[src/rtl/sar_scan_seq.sv]
// Purpose: scans enabled analog mux channels, sequencing settle/start/wait for a SAR ADC and storing per-channel results.
// Latency: trig to adc_start is 1+SETTLE_CYCLES clocks; res_valid follows the adc_eoc sample by one clock.
// Backpressure: none; results are pulses with no ready, and trig while busy is dropped.
module sar_scan_seq #(
   parameter int ADC_WIDTH     = 8,
   parameter int NUM_CH        = 4,
   parameter int SETTLE_CYCLES = 4,
   parameter int TIMEOUT       = ADC_WIDTH + 8,
   localparam int CW           = $clog2(NUM_CH)
) (
   input  logic                 clk,
   input  logic                 rst_n,
   input  logic                 trig,
   input  logic                 en,
   input  logic [NUM_CH-1:0]    ch_mask,
   input  logic                 clr_err,
   input  logic [CW-1:0]        rd_ch,
   output logic [ADC_WIDTH-1:0] rd_data,
   output logic [CW-1:0]        mux_sel,
   output logic                 adc_start,
   input  logic                 adc_eoc,
   input  logic [ADC_WIDTH-1:0] adc_dout,
   output logic                 res_valid,
   output logic [CW-1:0]        res_ch,
   output logic [ADC_WIDTH-1:0] res_data,
   output logic                 busy,
   output logic                 scan_done,
   output logic                 timeout_err
);

   typedef enum logic [2:0] {S_IDLE, S_SETTLE, S_START, S_WAIT, S_NEXT} state_t;

   state_t                 state_q, state_d;
   logic [NUM_CH-1:0]      mask_q, mask_d;
   logic [CW-1:0]          mux_sel_q, mux_sel_d;
   logic [7:0]             scnt_q, scnt_d;
   // clocks elapsed since adc_start rose, counting the START clock as 1
   logic [15:0]            wcnt_q, wcnt_d;
   logic [ADC_WIDTH-1:0]   result_q [NUM_CH];
   logic [ADC_WIDTH-1:0]   result_d [NUM_CH];
   logic [ADC_WIDTH-1:0]   rd_data_q, rd_data_d;
   logic                   adc_start_q, adc_start_d;
   logic                   res_valid_q, res_valid_d;
   logic [CW-1:0]          res_ch_q, res_ch_d;
   logic [ADC_WIDTH-1:0]   res_data_q, res_data_d;
   logic                   busy_q, busy_d;
   logic                   scan_done_q, scan_done_d;
   logic                   timeout_err_q, timeout_err_d;

   logic                   wr_en;
   logic                   to_set;
   logic [CW-1:0]          low_new, next_idx;
   logic                   has_new, has_next;

   // lowest set channel of the live mask, and next higher channel of the snapshot
   always_comb begin
      low_new  = '0;
      has_new  = 1'b0;
      next_idx = '0;
      has_next = 1'b0;
      for (int i = NUM_CH - 1; i >= 0; i--) begin
         if (ch_mask[i]) begin
            low_new = CW'(i);
            has_new = 1'b1;
         end
         if (mask_q[i] && (i > int'(mux_sel_q))) begin
            next_idx = CW'(i);
            has_next = 1'b1;
         end
      end
   end

   // scan sequencing, result storage and registered output next-values
   always_comb begin
      state_d  = state_q;
      mask_d   = mask_q;
      mux_sel_d = mux_sel_q;
      scnt_d   = scnt_q;
      wcnt_d   = wcnt_q;
      wr_en    = 1'b0;
      to_set   = 1'b0;
      scan_done_d = 1'b0;
      case (state_q)
         S_IDLE: begin
            if ((trig || en) && has_new) begin
               state_d   = S_SETTLE;
               mask_d    = ch_mask;
               mux_sel_d = low_new;
               scnt_d    = '0;
            end
         end
         S_SETTLE: begin
            if (scnt_q == 8'(SETTLE_CYCLES - 1)) state_d = S_START;
            else                                 scnt_d  = scnt_q + 8'd1;
         end
         S_START: begin
            state_d = S_WAIT;
            wcnt_d  = 16'd1;
         end
         S_WAIT: begin
            if (adc_eoc) begin
               wr_en   = 1'b1;
               state_d = S_NEXT;
            end else if (wcnt_q >= 16'(TIMEOUT - 1)) begin
               to_set  = 1'b1;
               state_d = S_NEXT;
            end else begin
               wcnt_d  = wcnt_q + 16'd1;
            end
         end
         S_NEXT: begin
            if (has_next) begin
               mux_sel_d = next_idx;
               scnt_d    = '0;
               state_d   = S_SETTLE;
            end else begin
               scan_done_d = 1'b1;
               if (en && has_new) begin
                  mask_d    = ch_mask;
                  mux_sel_d = low_new;
                  scnt_d    = '0;
                  state_d   = S_SETTLE;
               end else begin
                  state_d   = S_IDLE;
               end
            end
         end
         default: state_d = S_IDLE;
      endcase

      result_d = result_q;
      if (wr_en) result_d[mux_sel_q] = adc_dout;

      // a write to the channel being read is forwarded so readback never lags a clock
      if (int'(rd_ch) >= NUM_CH)              rd_data_d = '0;
      else if (wr_en && (rd_ch == mux_sel_q)) rd_data_d = adc_dout;
      else                                    rd_data_d = result_q[rd_ch];

      adc_start_d   = (state_d == S_START);
      busy_d        = (state_d != S_IDLE);
      res_valid_d   = wr_en;
      res_ch_d      = wr_en ? mux_sel_q : res_ch_q;
      res_data_d    = wr_en ? adc_dout  : res_data_q;
      timeout_err_d = to_set | (timeout_err_q & ~clr_err);
   end

   // single state register for FSM, datapath and all outputs
   always_ff @(posedge clk or negedge rst_n) begin
      if (!rst_n) begin
         state_q       <= S_IDLE;
         mask_q        <= '0;
         mux_sel_q     <= '0;
         scnt_q        <= '0;
         wcnt_q        <= '0;
         result_q      <= '{default: '0};
         rd_data_q     <= '0;
         adc_start_q   <= 1'b0;
         res_valid_q   <= 1'b0;
         res_ch_q      <= '0;
         res_data_q    <= '0;
         busy_q        <= 1'b0;
         scan_done_q   <= 1'b0;
         timeout_err_q <= 1'b0;
      end else begin
         state_q       <= state_d;
         mask_q        <= mask_d;
         mux_sel_q     <= mux_sel_d;
         scnt_q        <= scnt_d;
         wcnt_q        <= wcnt_d;
         result_q      <= result_d;
         rd_data_q     <= rd_data_d;
         adc_start_q   <= adc_start_d;
         res_valid_q   <= res_valid_d;
         res_ch_q      <= res_ch_d;
         res_data_q    <= res_data_d;
         busy_q        <= busy_d;
         scan_done_q   <= scan_done_d;
         timeout_err_q <= timeout_err_d;
      end
   end

   assign rd_data     = rd_data_q;
   assign mux_sel     = mux_sel_q;
   assign adc_start   = adc_start_q;
   assign res_valid   = res_valid_q;
   assign res_ch      = res_ch_q;
   assign res_data    = res_data_q;
   assign busy        = busy_q;
   assign scan_done   = scan_done_q;
   assign timeout_err = timeout_err_q;

endmodule

[config.mk]
export PLATFORM = sky130hd
export DESIGN_NAME = sar_scan_seq
export DESIGN_NICKNAME = d
export VERILOG_FILES = /design/src/rtl/sar_scan_seq.sv
export SDC_FILE = /design/constraint.sdc
export NUM_CORES = 1
export LEC_CHECK = 0
export ABC_AREA = 1
export ABC_CLOCK_PERIOD_IN_PS = 1900
export CAP_MARGIN = 10
export CELL_PAD_IN_SITES_DETAIL_PLACEMENT = 1
export CELL_PAD_IN_SITES_GLOBAL_PLACEMENT = 2
export CORE_ASPECT_RATIO = 0.75
export CORE_MARGIN = 4
export CORE_UTILIZATION = 33
export DETAILED_ROUTE_END_ITERATION = 7
export HOLD_SLACK_MARGIN = 0.06
export PLACE_DENSITY_LB_ADDON = 0.1
export SYNTH_ARGS = -nofsm -noshare
export SYNTH_HDL_FRONTEND = slang
export SYNTH_SLANG_ARGS = --single-unit
[constraint.sdc]
create_clock -name clk -period 1.9 [get_ports clk]
set_input_delay 0.38 -clock clk [delete_from_list [all_inputs] [get_ports clk]]
set_output_delay 0.38 -clock clk [all_outputs]
set_load 0.1 [all_outputs]
=== After elaboration in Yosys (flattened, before gate mapping) ===
Cells that the tools add are included.

* Register bits after elaboration: 88
* Bits in latches: 0
* Memory bits (writable): 0
* Bits in read-only memories: 0
* Input port bits: 20
* Output and inout port bits: 25
* Word-level logic and storage cells: 113
* Memories: 0

* Add/subtract/negate cells: 2
* $mul: 0
* Divide/modulo/power cells: 0
* Order comparisons: 7
* Equality and inequality tests: 14
* Shift operators: 0
* Muxes and demuxes: 51
* Bitwise gates (word level): 5
* Reduce and logical (&&, ||, !) cells: 17

{| class="wikitable"
|+ Operator list
! kind !! number
|-
| $mux W8 || 8
|-
| $bwmux W32 || 1
|-
| $mux W16 || 2
|-
| $pmux W16 S2 || 1
|-
| $pmux W8 S3 || 1
|-
| $mux W2 || 10
|-
| $add A16 B1 Y16 const B || 1
|-
| $bmux W8 S2 || 1
|-
| $demux W8 S2 || 1
|-
| $ge A16 B4 Y1 const B || 1
|-
| $mux W1 || 16
|-
| $pmux W3 S5 || 1
|-
| $mux W3 || 4
|-
| $mux W4 || 3
|-
| $ne A2 B2 Y1 const B || 6
|-
| $eq A3 B2 Y1 const B || 3
|-
| $add A8 B1 Y8 const B || 1
|-
| $eq A8 B2 Y1 const B || 1
|-
| $pmux W4 S2 || 1
|-
| $reduce_and A4 Y1 || 2
|-
| $logic_and A1 B1 Y1 || 7
|-
| $ge A3 B3 Y1 const B || 2
|-
| $not A2 Y3 || 2
|-
| $reduce_and A3 Y1 || 2
|-
| 15 further kinds || 18
|}

=== Logic depth before layout (Yosys ltp) ===
Gate-level depths: netlist (run 1).

* Depth after elaboration: 9
* Mapped depth: 9
* Gate-level depth less buffers: 9

=== Least setup slack after synthesis (run 1) ===
OpenSTA, ideal clock, no wires.

* Path type: register to register
* From: register mux_sel_q[0] (netlist: mux_sel[0])
* To: register busy_q (netlist: busy)
* Library setup time: 125 ps
* Arrival: 1928 ps
* Data required time: 1775 ps
* Slack: -153 ps
* Cell stages (with the launch flop): 9
* Path buffers: 1
* Clock period less this slack: 2053 ps
* Cell sequence: dfrtp_1 buf_2 nand2_1 nand2_1 nand3_1 nand2_2 nand3_2 nor2_1 nand2_1

* Cells in the longest elaborated chain, start to end: 8
* Elaborated cells between the ends (all ways): 12
* Those cells by class: order compare: 3; mux: 5; reduce/logical: 4

{| class="wikitable"
|+ RTL lines
! what !! line !! RTL
|-
| start, declared || 35 || <nowiki>logic [CW-1:0] mux_sel_q, mux_sel_d;</nowiki>
|-
| start signal, assigned || 167 || <nowiki>mux_sel_q <= mux_sel_d;</nowiki>
|-
| $gt A2 B2 Y1 || 66 || <nowiki>if (mask_q[i] && (i > int'(mux_sel_q))) begin</nowiki>
|-
| $logic_and A1 B1 Y1 || 66 ||
|-
| $mux W1 (2 in series) || 66 ||
|-
| $mux W1 (*) || 66 ||
|-
| $mux W1 (*) || 112 || <nowiki>if (has_next) begin</nowiki>
|-
| $pmux W3 S5 (*) || 83 || <nowiki>case (state_q)</nowiki>
|-
| $reduce_bool A3 Y1 (*) || 140 || <nowiki>busy_d = (state_d != S_IDLE);</nowiki>
|-
| via busy_d || 46 || <nowiki>logic busy_q, busy_d;</nowiki>
|-
| end signal, assigned || 176 || <nowiki>busy_q <= busy_d;</nowiki>
|-
| end, declared || 46 ||
|}

The timed path passes the listed nets; every way through them passes the cells marked *.
A chain may end at the register's enable or synchronous reset.

=== Worst setup path after layout (run 1) ===
* From: register wcnt_q[0]
* To: register wcnt_q[7]

* Cells in the longest elaborated chain, start to end: 4
* Elaborated cells between the ends (all ways): 7
* Those cells by class: add/sub: 1; order compare: 1; eq/ne: 1; mux: 3; reduce/logical: 1

{| class="wikitable"
|+ RTL lines
! what !! line !! RTL
|-
| start, declared || 38 || <nowiki>logic [15:0] wcnt_q, wcnt_d;</nowiki>
|-
| start signal, assigned || 169 || <nowiki>wcnt_q <= wcnt_d;</nowiki>
|-
| $add A16 B1 Y16 || 108 || <nowiki>wcnt_d = wcnt_q + 16'd1;</nowiki>
|-
| $mux W16 || 104 || <nowiki>end else if (wcnt_q >= 16'(TIMEOUT - 1)) begin</nowiki>
|-
| $mux W16 || 101 || <nowiki>if (adc_eoc) begin</nowiki>
|-
| $pmux W16 S2 || 83 ||
|}

Parallel ways exist; a longest one is shown, timed or not. The select of a mux whose other input is x is not followed.

==> results of run 1 <==
[registers in the layout, indices dropped and copies added (netlist names)]
signal and cells:
mux_sel 2, wcnt_q 16, state_q 3, res_data 8
res_ch 2, busy 1, result_q 32, rd_data 8
timeout_err 1, adc_start 1, scan_done 1, res_valid 1
mask_q 3, scnt_q 8
[layer usage]
layer  part of all wire  track usage  up-vias
met5                  0            0        -
met4             0.0099       0.0403        0
met3              0.040       0.0502        7
met2               0.43        0.248       54
met1               0.52        0.234     1516
li1                   -            -     1597
[layout make-up]
type,count,area share
clock buffer,13,0.0476
clock inverter,3,0.00867
inverter,46,0.0342
multi-input combinational,316,0.290
sequential,87,0.432
tap,157,0.0389
timing repair buffer,59,0.149
[repair_timing]
action                    in CTS  in global routing
hold endpoints to repair      22                  0
gates resized for setup        0                  0
hold buffers                   1                  0
[path summary, 6_finish.rpt]
path / slack, ps / to / start
hold / removal: 490 / result_q[8]$_DFFE_PN0P_ / result_q[8]$_DFFE_PN0P_
min in group asynchronous: 510 / wcnt_q[2]$_DFFE_PN0P_ / rst_n
setup / recovery: 220 / wcnt_q[7]$_DFFE_PN0P_ / wcnt_q[0]$_DFFE_PN0P_
max in group asynchronous: 880 / result_q[3]$_DFFE_PN0P_ / rst_n
setup reg to reg: 220 / wcnt_q[7]$_DFFE_PN0P_ / wcnt_q[0]$_DFFE_PN0P_
hold reg to reg: 490 / result_q[8]$_DFFE_PN0P_ / result_q[8]$_DFFE_PN0P_
[worst reg2reg max path, delay by kind of cell (launching register included)]
| kind | cells | cell delay, ps |
|---|---|---|
| flops | 1 | 400 |
| buf+inv | 1 | 180 |
| fa+ha+maj | 1 | 230 |
| simple gates | 6 | 750 |
[synth_stat cells, types with 2 or more instances]
| cell type | count | area share |
|---|---|---|
| inv_1 | 40 | 0.039 |
| clkbuf_1 | 5 | 0.0048 |
| nor3b_1 | 2 | 0.0039 |
| nand2_2 | 3 | 0.0048 |
| nor2_1 | 68 | 0.066 |
| inv_2 | 6 | 0.0058 |
| nand4_1 | 6 | 0.0097 |
| xor2_1 | 2 | 0.0045 |
| nand3_1 | 19 | 0.025 |
| nand3_2 | 7 | 0.018 |
| buf_2 | 9 | 0.012 |
| o21ai_1 | 36 | 0.046 |
| o21ai_0 | 45 | 0.058 |
| ha_1 | 2 | 0.0065 |
| dfrtp_1 | 87 | 0.56 |
| a21oi_1 | 3 | 0.0039 |
| nand2_1 | 116 | 0.11 |
| xnor2_1 | 2 | 0.0045 |
[stage by stage]
stage                     instances  worst slack [ps]  utilization  cell area (um^2)  hold slack [ps]
after floorplan                 463               155            -              3880             84.4
after CTS                       681               211        0.451              5050              489
final                           681               224        0.451              5050              487
after detailed placement        664              21.6        0.425              4760              326
after global placement          664              28.5        0.425              4760              322
after global routing            681              84.5        0.451              5050              512
[power groups by stage]
stage	clock (mW)	combinational [mW]	sequential (mW)
detailed placement	0	3.46	2.84
finish	1.74	3.42	2.80
global route	1.88	3.71	2.88
floorplan	0	1.12	3.93
global placement	0	3.40	2.83
CTS	1.79	3.47	2.81
[cell families (layout without fill, tap and decap cells)]
group / count (synthesis) / after routing
AO/OA/AOI/OAI: 86 / 86
XOR/XNOR: 4 / 4
adder cells (fa/ha/maj): 2 / 2
buffers and inverters: 60 / 121
flip-flops: 87 / 87
AND/OR/NAND/NOR: 224 / 224
==> run metrics, run 1 <==
run status=finished, final reports clean; Arrival @ worst endpoint=around 1900 ps; XOR/XNOR Fraction of Synth Area=0.00903; largest family of logic cells by synthesized area=simple AND/OR/NAND/NOR gates; Clock Path Buffers=2; H-tree depth=3; Combinational Power Share=0.430; Final TNS setup=0 ps; crit end category=flip-flop; post-synthesis mux area share=0; starting density of the core=0.347; Post-Synthesis Cells=463; CP max-delay cell=dfrtp_1; Setup Crit Path Kind=reg2reg; I/O pins=45; initial antenna violation count=0; most frequent cells in the layout=116 x nand2_1, 85 x dfrtp_1, 68 x nor2_1; Slew Viols, Final=0; HPWL Detailed=7370 um; Hold Path Stages=2; CP bufs+invs=1; CP Launch Type=flip-flop; worst-case clock skew=7.45 ps; Fmax=approximately 600 MHz; Mapped Nets=485; Hold Vio Cnt, Final=0; Root Buffer=clkbuf_16; Max-slew headroom=0.749; crit path cell chain=ha_1, nand2_1, nor2_1, nor2_1, nand3_1, nand2_2, buf_4, nor2_1; Post-Synth Adder-Cell Area=0.00645; Internal Power=4.47 mW; total track usage=0.164; slowest cell delay on critical path=400 ps; Synth Area in Compound Gates=0.112; drt drc=0; clock slew at reported path FFs=60 ps; Clk pwr share=0.218; R2R depth=8; period utilization=0.882; diode count=0; most common cell after layout, fill and taps aside=nand2_1; row count=33; Horiz. Die Dim=133 um; nets@finish=541; RSZ-0062 raised after global routing=no; leak pwr=2.47 nW; logic depth of the worst path, buffers included=8; max cap viols=0; area occupied by registers=2180 um^2; sequential-to-total area share from yosys stat=0.561; number of buffers created by CTS=9; routed vias/inst=4.66; IO Port Bufs=44; Power Dens Cells=1580 nW/um^2; largest net degree at the start of global routing=38; CTS tree=yes; DRT iter0 DRCs=136; Die Y=102 um; most used cell, CP=nor2_1; Post-Syn Area=3880 um^2; Final setup viols=0; sequential power share=0.352; CP required=2130 ps; synth warn=0; CTS Sinks=87; final WL=~10000 um; Routed Antenna Nets=0; Synth cell types=23; maximum VDD drop=0.938 mV; FILL cells=between 1000 and 1500; Area Overhead vs Synth=30.2%; Die Area=13600 um^2; first-pass GRT wire length=between 15000 and 20000 um; gr ovfl total=0; Synth Register Bits=87; DR pass1 iterations=4; CP top delay family=simple AND/OR/NAND/NOR gates; Synth Area in Simple Gates=0.250; Post-synth EDFFs=0; Final min period=about 1700 ps; clk_lat worst skew=around 340 ps; async set or reset register ratio after synthesis=1.00; Placer Congestion=about 0.78; core region area=11200 um^2; vias in the first global route=3390; Synth Flop Type=dfrtp_1; vias=between 3000 and 4000; Multi-input gate area=1470 um^2; Psw=3.49 mW; Wirelength per Cell=~15 um; Post-CTS Repair Setup Buffers=0; Mean Syn Cell Area=about 8.4 um^2; crit path max fanout=8; Hold Crit Class=reg2reg; share of cells above drive strength 1=0.139; switching share of power=0.438; Least-Margin Pin Slew=~380 ps; Pwr Total=approximately 8 mW
Note: power is estimated with default switching activity, not from simulation.
==> run 2: changes to the inputs <==
--- a/config.mk
+++ b/config.mk
@@ -15,6 +15,7 @@
 export CORE_UTILIZATION = 33
 export DETAILED_ROUTE_END_ITERATION = 7
 export HOLD_SLACK_MARGIN = 0.06
+export MAX_ROUTING_LAYER = met4
 export PLACE_DENSITY_LB_ADDON = 0.1
 export SYNTH_ARGS = -nofsm -noshare
 export SYNTH_HDL_FRONTEND = slang
==> run 2 against run 1 <==
  * Critical path depth did not move
  * Maximum frequency about the same
  * Clock-buffer cell count unchanged
  * Via count shrank 0.19%
  * Sequential power about the same
  * Register-to-register slack is essentially flat
  * Total power hardly changed
  * Critical path type unchanged
  * Critical endpoint unchanged
  * Largest cell class unchanged
  * Largest power group unchanged
==> run metrics, run 2 (synthesis results as in run 1) <==
Wirelength per Cell=15.0 um (-0.23%); Multi-input gate area=1470 um^2 (unchanged); number of buffers created by CTS=9 (unchanged); worst-case clock skew=6.12 ps (-1.33 ps); maximum VDD drop=0.937 mV (about the same); HPWL Detailed=7370 um (unchanged); Placer Congestion=0.791 (+1.4%); I/O pins=45 (unchanged); Die Y=102 um (unchanged); slowest cell delay on critical path=400 ps (about the same); Horiz. Die Dim=133 um (unchanged); CP max-delay cell=dfrtp_1; met1 Use GR=0.234 (-0.000313); Slew Viols, Final=0 (unchanged); met3 Resource Use GR=0.0492 (-0.000984); diode count=0 (unchanged); most common cell after layout, fill and taps aside=nand2_1; Power Dens Cells=1580 nW/um^2 (about the same); nets@finish=541 (unchanged); share of cells above drive strength 1=0.139 (unchanged); run status=finished, final reports clean; largest net degree at the start of global routing=38 (unchanged); Final TNS setup=0 ps (unchanged); CTS Sinks=87 (unchanged); most frequent cells in the layout=116 x nand2_1, 85 x dfrtp_1, 68 x nor2_1; Die Area=13600 um^2 (unchanged); Routed Antenna Nets=0 (unchanged); DR pass1 iterations=4 (unchanged); area occupied by registers=2180 um^2 (unchanged); global-route track usage on met2=0.249 (+0.000780); fin util=0.451 (unchanged); Clock Path Buffers=2 (unchanged); most used routing layer=met2; RSZ-0062 raised after global routing=no; total track usage=0.170 (+0.00512); crit end category=flip-flop; routed vias/inst=4.65 (-0.19%); Root Buffer=clkbuf_16; Final setup viols=0 (unchanged); first-pass GRT wire length=17600 um (about the same); CP required=2130 ps (about the same); Fmax=597 MHz (about the same); starting density of the core=0.347 (unchanged); row count=33 (unchanged); Final min period=1670 ps (-0.828 ps); CP Launch Type=flip-flop; Largest regs=result_q x32, wcnt_q x16; leak pwr=2.47 nW (unchanged); Non-Filler Instances=681 (unchanged); FILL cells=1329 (unchanged); Area Overhead vs Synth=30.2% (unchanged); most used cell, CP=nor2_1; Arrival @ worst endpoint=1900 ps (about the same); crit path cell chain=ha_1, nand2_1, nor2_1, nor2_1, nand3_1, nand2_2, buf_4, nor2_1; crit path max fanout=8 (unchanged); clock slew at reported path FFs=60 ps (about the same); CTS tree=yes; vias in the first global route=3401 (+0.32%); DRT iter0 DRCs=146 (+7.4%); Setup Crit Path Kind=reg2reg; clk_lat worst skew=340 ps (about the same); vias=3168 (-0.19%); initial antenna violation count=0 (unchanged); placed cells=664 (unchanged); drt drc=0 (unchanged); final WL=10200 um (-0.23%); Hold Crit Class=reg2reg; gr ovfl total=0 (unchanged); Max-slew headroom=0.750 (about the same); Hold Vio Cnt, Final=0 (unchanged); IO Port Bufs=44 (unchanged); H-tree depth=3 (unchanged); period utilization=0.881 (about the same); largest register by flop count=result_q; Least-Margin Pin Slew=375 ps (-0.724 ps); CTS resizes=0 (unchanged); max FFs per register=32 (unchanged); max cap viols=0 (unchanged); core region area=11200 um^2 (unchanged)
[run 2: routing by layer]
metal  up-vias  part of all wire
li1       1594                 -
met1      1518              0.53
met2        49              0.43
met3         7             0.036
met4         0            0.0093
met5         -                 0
[run 2: path summary, 6_finish.rpt]
| kind | from | to | slack (ps) | cells after the start |
|---|---|---|---|---|
| min in group asynchronous | rst_n | wcnt_q[2]$_DFFE_PN0P_ | 510 | 2 |
| max reg2reg | wcnt_q[0]$_DFFE_PN0P_ | wcnt_q[7]$_DFFE_PN0P_ | 230 | 8 |
| min | result_q[8]$_DFFE_PN0P_ | result_q[8]$_DFFE_PN0P_ | 490 | 2 |
| min reg2reg | result_q[8]$_DFFE_PN0P_ | result_q[8]$_DFFE_PN0P_ | 490 | 2 |
| max | wcnt_q[0]$_DFFE_PN0P_ | wcnt_q[7]$_DFFE_PN0P_ | 230 | 8 |
| max in group asynchronous | rst_n | result_q[17]$_DFFE_PN0P_ | 880 | 3 |
[run 2: final cells by class]
class                           count  area share
Clock buffer                       13      0.0476
Tap cell                          157      0.0389
Timing Repair Buffer               59       0.149
Sequential cell                    87       0.432
Clock inverter                      3     0.00867
Multi-Input combinational cell    316       0.290
Inverter                           46      0.0342
[run 2: critical path, delay by kind of cell (launching register included)]
kind                     cells  cell delay (ps)
AND/OR/NAND/NOR              6              750
adder cells (fa/ha/maj)      1              230
flip-flops                   1              400
buffers and inverters        1              180
[run 2: power breakdown]
| group | internal (mW) | switching, mW | leakage [nW] | total, mW |
|---|---|---|---|---|
| combinational | 1.09 | 2.33 | 1.18 | 3.42 |
| sequential | 2.36 | 0.438 | 1.15 | 2.80 |
| clock | 1.02 | 0.717 | 0.138 | 1.74 |
| total | 4.47 | 3.49 | 2.47 | 7.96 |
[run 2: stage by stage]
step	area [um^2]	setup WS (ps)	hold slack (ps)	total power, mW
after floorplan	3880	155	84.4	5.05
after global placement	4760	28.5	322	6.22
after detailed placement	4760	21.6	326	6.29
after CTS	5050	211	489	8.06
after global routing	5050	84.5	512	8.47
final	5050	225	485	7.96
[run 2: timing repair]
action,in CTS,in global routing
hold buffers,1,0
hold endpoints to repair,22,0
buffers inserted,0,0
